[config.mk]
export PLATFORM = sky130hd
export DESIGN_NAME = image_frame_scheduler
export DESIGN_NICKNAME = d
export VERILOG_FILES = /design/src/rtl/image_frame_scheduler.sv
export SDC_FILE = /design/constraint.sdc
export NUM_CORES = 1
export LEC_CHECK = 0
export CAP_MARGIN = 40
export CORE_MARGIN = 10
export CORE_UTILIZATION = 57
export DETAILED_ROUTE_END_ITERATION = 7
export MAX_ROUTING_LAYER = met4
export PLACE_DENSITY = 0.8
export SYNTH_ARGS = -nofsm -noshare
export SYNTH_HDL_FRONTEND = slang
export SYNTH_SLANG_ARGS = --single-unit
[constraint.sdc]
create_clock -name clk_pixel -period 5 [get_ports clk_pixel]
set_input_delay 1.5 -clock clk_pixel [delete_from_list [all_inputs] [get_ports clk_pixel]]
set_output_delay 1.5 -clock clk_pixel [all_outputs]
set_load 0.1 [all_outputs]
[src/rtl/image_frame_scheduler.sv]
// rtl/image_frame_scheduler.sv - timestamped image display scheduler in front of ImageSender
//
// Purpose: queues timestamped display commands, starts each on the first frame
// boundary after the global counter reaches its timestamp, holds it for a
// programmed number of frames, and drives advance/gating/flush toward ImageSender.
//
// Ports:
//   clk_pixel, reset           clock, asynchronous active-high reset
//   auto_start                 run enable; falling edge flushes
//   counter                    global 64-bit timestamp (clk_pixel domain)
//   cmd_valid/cmd_ready        command push handshake
//   cmd_time, cmd_frames       command start timestamp and frame count (0 means 1)
//   cx, cy                     current pixel position, (0,0) marks frame start
//   image_sender_empty         ImageSender FIFO empty
//   image_advance              one-cycle pulse: start next image
//   display_en                 show ImageSender rgb when high
//   image_sender_flush         flush ImageSender FIFO
//   frame_count                frames completed for active command (saturating)
//   queue_level                number of queued commands
//   busy, underrun, late       not idle, sticky underrun, sticky late start
module image_frame_scheduler #(
    parameter int BIT_WIDTH       = 12,
    parameter int BIT_HEIGHT      = 11,
    parameter int FRAME_CNT_WIDTH = 16,
    parameter int QUEUE_DEPTH     = 4,
    parameter int FLUSH_CYCLES    = 4
) (
    input  logic                         clk_pixel,
    input  logic                         reset,
    input  logic                         auto_start,
    input  logic [63:0]                  counter,
    input  logic                         cmd_valid,
    output logic                         cmd_ready,
    input  logic [63:0]                  cmd_time,
    input  logic [FRAME_CNT_WIDTH-1:0]   cmd_frames,
    input  logic [BIT_WIDTH-1:0]         cx,
    input  logic [BIT_HEIGHT-1:0]        cy,
    input  logic                         image_sender_empty,
    output logic                         image_advance,
    output logic                         display_en,
    output logic                         image_sender_flush,
    output logic [FRAME_CNT_WIDTH-1:0]   frame_count,
    output logic [$clog2(QUEUE_DEPTH):0] queue_level,
    output logic                         busy,
    output logic                         underrun,
    output logic                         late
);

    localparam int PW = $clog2(QUEUE_DEPTH);
    localparam int LW = PW + 1;
    localparam int FW = $clog2(FLUSH_CYCLES) + 1;
    localparam logic [LW-1:0] LEVEL_FULL = LW'(QUEUE_DEPTH);
    localparam logic [FW-1:0] FLUSH_LAST = FW'(FLUSH_CYCLES - 1);
    localparam logic [FRAME_CNT_WIDTH-1:0] ONE_FRAME = FRAME_CNT_WIDTH'(1);

    localparam logic [2:0] S_IDLE       = 3'd0;
    localparam logic [2:0] S_WAIT_TIME  = 3'd1;
    localparam logic [2:0] S_WAIT_FRAME = 3'd2;
    localparam logic [2:0] S_DISPLAY    = 3'd3;
    localparam logic [2:0] S_FLUSH      = 3'd4;

    logic [63:0]                mem_time   [QUEUE_DEPTH];
    logic [FRAME_CNT_WIDTH-1:0] mem_frames [QUEUE_DEPTH];
    logic [PW-1:0]              wr_ptr, rd_ptr;
    logic [2:0]                 state;
    logic                       fs_raw, fs_raw_q, fs_p;
    logic                       auto_q, fall, wait_first;
    logic [63:0]                act_time, head_time;
    logic [FRAME_CNT_WIDTH-1:0] frames_left, head_frames, load_frames, frame_inc;
    logic [FW-1:0]              flush_cnt;
    logic                       push, q_empty, head_due, last_frame, do_load;

    assign fs_raw      = (cx == '0) && (cy == '0);
    assign fall        = auto_q && !auto_start;
    assign cmd_ready   = (queue_level != LEVEL_FULL) && (state != S_FLUSH);
    assign busy        = (state != S_IDLE);
    assign push        = cmd_valid && cmd_ready;
    assign q_empty     = (queue_level == '0);
    assign head_time   = mem_time[rd_ptr];
    assign head_frames = mem_frames[rd_ptr];
    assign head_due    = (counter >= head_time);
    assign last_frame  = (frames_left <= ONE_FRAME);
    assign load_frames = (head_frames == '0) ? ONE_FRAME : head_frames;
    assign frame_inc   = (&frame_count) ? frame_count : frame_count + ONE_FRAME;

    // Pop the head either to start from idle or when the active command's
    // last frame ends and another command is waiting. A flush wins over both.
    assign do_load = !fall && !q_empty &&
                     ((state == S_IDLE && auto_start) ||
                      (state == S_DISPLAY && fs_p && last_frame));

    always_ff @(posedge clk_pixel) begin
        if (push) begin
            mem_time[wr_ptr]   <= cmd_time;
            mem_frames[wr_ptr] <= cmd_frames;
        end
    end

    always_ff @(posedge clk_pixel or posedge reset) begin
        if (reset) begin
            state              <= S_IDLE;
            fs_raw_q           <= 1'b0;
            fs_p               <= 1'b0;
            auto_q             <= 1'b0;
            wait_first         <= 1'b0;
            act_time           <= '0;
            frames_left        <= '0;
            flush_cnt          <= '0;
            wr_ptr             <= '0;
            rd_ptr             <= '0;
            queue_level        <= '0;
            image_advance      <= 1'b0;
            display_en         <= 1'b0;
            image_sender_flush <= 1'b0;
            frame_count        <= '0;
            underrun           <= 1'b0;
            late               <= 1'b0;
        end else begin
            fs_raw_q      <= fs_raw;
            fs_p          <= fs_raw && !fs_raw_q;
            auto_q        <= auto_start;
            image_advance <= 1'b0;

            if (fall) begin
                wr_ptr      <= '0;
                rd_ptr      <= '0;
                queue_level <= '0;
            end else begin
                if (push)
                    wr_ptr <= wr_ptr + PW'(1);
                if (do_load)
                    rd_ptr <= rd_ptr + PW'(1);
                case ({push, do_load})
                    2'b10:   queue_level <= queue_level + LW'(1);
                    2'b01:   queue_level <= queue_level - LW'(1);
                    default: queue_level <= queue_level;
                endcase
            end

            if (fall) begin
                state              <= S_FLUSH;
                image_sender_flush <= 1'b1;
                flush_cnt          <= FLUSH_LAST;
                display_en         <= 1'b0;
                wait_first         <= 1'b0;
            end else begin
                case (state)
                    S_IDLE: begin
                        display_en <= 1'b0;
                        if (do_load) begin
                            state      <= S_WAIT_TIME;
                            wait_first <= 1'b1;
                        end
                    end
                    S_WAIT_TIME: begin
                        display_en <= 1'b0;
                        wait_first <= 1'b0;
                        // Lateness is judged only on arrival; later cycles are just waiting.
                        if (wait_first && counter > act_time)
                            late <= 1'b1;
                        if (counter >= act_time)
                            state <= S_WAIT_FRAME;
                    end
                    S_WAIT_FRAME: begin
                        if (fs_p) begin
                            image_advance <= 1'b1;
                            display_en    <= 1'b1;
                            state         <= S_DISPLAY;
                            if (image_sender_empty)
                                underrun <= 1'b1;
                        end
                    end
                    S_DISPLAY: begin
                        if (fs_p) begin
                            frame_count <= frame_inc;
                            if (!last_frame) begin
                                frames_left <= frames_left - ONE_FRAME;
                            end else if (do_load && head_due) begin
                                // Back-to-back: next image starts on this boundary, no black frame.
                                image_advance <= 1'b1;
                                if (image_sender_empty)
                                    underrun <= 1'b1;
                            end else if (do_load) begin
                                display_en <= 1'b0;
                                state      <= S_WAIT_TIME;
                                wait_first <= 1'b1;
                            end else begin
                                display_en <= 1'b0;
                                state      <= S_IDLE;
                            end
                        end
                    end
                    S_FLUSH: begin
                        if (flush_cnt == '0) begin
                            image_sender_flush <= 1'b0;
                            state              <= S_IDLE;
                        end else begin
                            flush_cnt <= flush_cnt - FW'(1);
                        end
                    end
                    default: state <= S_IDLE;
                endcase
            end

            // Placed last so a load overrides the frame_count increment above.
            if (do_load) begin
                act_time    <= head_time;
                frames_left <= load_frames;
                frame_count <= '0;
            end
        end
    end

endmodule

==> flow_summary.toml <==
[drt]
vias = 12599
drt_wl_total_um = 46300
vias_per_cell = 5.80
route.detailed.drc = 0
drtPass1Iterations = 5
wl_per_cell_um = 21.3
dr.first_iter.drc_count = 992
ant_nets = 0

[outcome]
status = "completed"

[worst_setup_path]
slowest_delay_ns = 0.79
endpoint_kind = "flip-flop"
crit_arrival_ns = 4.57
crit_required_ns = 5.47
crit_type = "flip-flop to flip-flop"
cp_max_fo = 20
crit_family = "compound AO/OA/AOI/OAI gates"
crit_chain = "buf_12 > mux4_2 > inv_1 > ha_1 > a21oi_1 > o21ai_0 > a221o_1 > a2111o_1 > nand4_1 > nand2_1 > or3_1 > a31oi_1"
crit_buf_inv = 2
cp_slowest_cell = "dfrtp_4"
cp-start-kind = "flip-flop"

[global_route]
grt_pass1_wl_um = 73700
overflow = 0
grt_usage_pct = 22.1
grt_max_degree = 111
antenna_found_initial = 13
grt_pass1_vias = 13316

[yosys]
ys_warn_count = 0
ys_types = 62
synth-seq-cells = 438
synth-main-ff-cell = "edfxtp_1"
syn_nets = 1737
ys_seq_area_share_pct = 62.7
avgSynthCellArea_um2 = 14.0
synth-edff-count = 320
netlist_instances = 1427
async_flop_share_pct = 26.9
synthesis.area_mm2 = 0.0200

[final_layout]
final_util_pct = 71.0
final_common_cell = "edfxtp_1"
layout_common_cells = "320 x edfxtp_1, 196 x clkdlybuf4s50_1, 145 x inv_1"
layout.cells.non_filler = 2173
fin_nets = 1977
area_delta_synth_final_pct = 22.6
layout-drive-gt1-share_pct = 12.2

[clock_network]
clock_path_buffers = 3
post_cts_buffers = 0
path_clk_slew_ns = 0.06
ctsResizeCount = 0
cts.sinks = 438
root_buffer = "clkbuf_16"
htree_levels = 2
cts_made_buffers = 45
hold_buffers = 0
cts_tree = "built"
clock_latency_ns = 0.56

[placement]
place_congestion = 0.872
port_buffers = 197
dp.cells = 2075
dp_hpwl_um = 31800

[timing]
skew_ns = 0.0272
timing_hold_violations_final = 0
slew_headroom_pct = 41.9
min_period_ns = 4.10
period_share_pct = 82.0
finalSetupViolCount = 0
worst_slew_pin_slew_ns = 0.865
finalHoldWorstSlack_ns = 0.429
rsz0062_at_grt = "no"
finalSetupTns_ns = 0
fmax_mhz = 244
finalMaxSlewViolations = 0

[floorplanning]
dieArea_mm2 = 0.0431
start_util_pct = 57.9
dieHeight_um = 208
num_rows = 68
ioPinCount = 198
die_width_um = 208
core_area_mm2 = 0.0346

[worst_hold_path]
hold_path_class = "flip-flop to flip-flop"

[flow_run]
cap_viol_max_count = 0

[power]
p_per_area_mw_per_mm2 = 481
ir_worst_vdd_uv = 300
p_leak_nw = 9.29
## power breakdown
group | leakage (nW) | switching [mW] | internal [mW] | total, mW
clock | 0.693 | 1.35 | 1.84 | 3.19
combinational | 4.18 | 2.08 | 1.57 | 3.64
sequential | 4.41 | 0.335 | 4.66 | 4.99
total | 9.29 | 3.76 | 8.06 | 11.8
## cell usage after synthesis, types with 3 or more instances
master | instances | area share, %
inv_1 | 146 | 2.7
a21o_1 | 13 | 0.49
a211o_1 | 3 | 0.13
buf_2 | 21 | 0.52
o221a_2 | 3 | 0.17
o211ai_1 | 7 | 0.26
a21oi_1 | 65 | 1.6
dfrtp_1 | 118 | 15
or4b_2 | 3 | 0.15
nor2_1 | 47 | 0.88
ha_1 | 137 | 8.6
mux4_2 | 80 | 9.0
and3_1 | 15 | 0.47
o21ai_0 | 92 | 2.3
a211oi_1 | 5 | 0.19
and2b_1 | 3 | 0.11
and2_1 | 4 | 0.12
xor2_1 | 4 | 0.17
nor3_1 | 22 | 0.55
a221oi_1 | 8 | 0.35
nand3_1 | 33 | 0.82
nor4_1 | 13 | 0.41
buf_1 | 3 | 0.056
nand2b_1 | 10 | 0.31
edfxtp_1 | 320 | 48
a221o_1 | 3 | 0.15
or3_1 | 10 | 0.31
a31oi_1 | 5 | 0.16
mux2i_1 | 3 | 0.15
a21boi_0 | 3 | 0.11
nand2_1 | 128 | 2.4
clkbuf_1 | 21 | 0.39
and4_1 | 7 | 0.31
nand4_1 | 25 | 0.78
xnor2_1 | 13 | 0.57
## path summary, 6_finish.rpt
path                       startpoint             end  slack [ns]  cells past startpoint
hold reg to reg              fs_raw_q            fs_p        0.43                      1
max in group asynchronous       reset    act_time[55]        2.73                      3
min in group asynchronous       reset  frame_count[8]        1.41                      2
hold / removal               fs_raw_q            fs_p        0.43                      1
setup / recovery            rd_ptr[0]      wait_first        0.90                     12
setup reg to reg            rd_ptr[0]      wait_first        0.90                     12
## registers in the layout, summed over array words and instances (netlist names), 2 cells and up
register	cells
mem_time	256
act_time	64
mem_frames	64
frame_count	16
frames_left	16
flush_cnt	3
queue_level	3
state	3
rd_ptr	2
wr_ptr	2
## layer usage
layer  routed length [um]  vias to the layer above  GRT usage (%)
met3                 2750                       68           3.91
met5                    0                        -              -
li1                     -                     5872              -
met1                20100                     6238           28.8
met4                 1070                        0           7.48
met2                22400                      421           34.6
## through the flow
| step | power (mW) | cell area (um^2) | worst slack, ns |
|---|---|---|---|
| 2_1_floorplan | 7.45 | 20100 | 0.371 |
| 3_3_place_gp | 8.43 | 22700 | 0.640 |
| 3_5_place_dp | 8.69 | 23100 | 0.641 |
| 4_1_cts | 11.9 | 24500 | 0.910 |
| 5_1_grt | 12.5 | 24600 | 0.683 |
| 6_report | 11.8 | 24600 | 0.900 |
## cells by family after synthesis
| kind of cell | Yosys count | synth area share [%] |
|---|---|---|
| flip-flops | 438 | 62.7 |
| AND/OR/NAND/NOR | 331 | 8.18 |
| AO/OA/AOI/OAI | 229 | 6.92 |
| buffers and inverters | 191 | 3.71 |
| adder cells (fa/ha/maj) | 138 | 8.65 |
| multiplexers | 83 | 9.14 |
| XOR/XNOR | 17 | 0.743 |
## area by class of cell
class	instances	area, um^2
Fill cell	2290	10100
Tap cell	455	569
Sequential cell	438	12600
Antenna cell	14	35.0
Clock inverter	26	200
Multi-Input combinational cell	798	6760
Clock buffer	58	1220
Inverter	146	551
Timing Repair Buffer	238	2670
No activity file was read; power rests on OpenSTA's default activity.
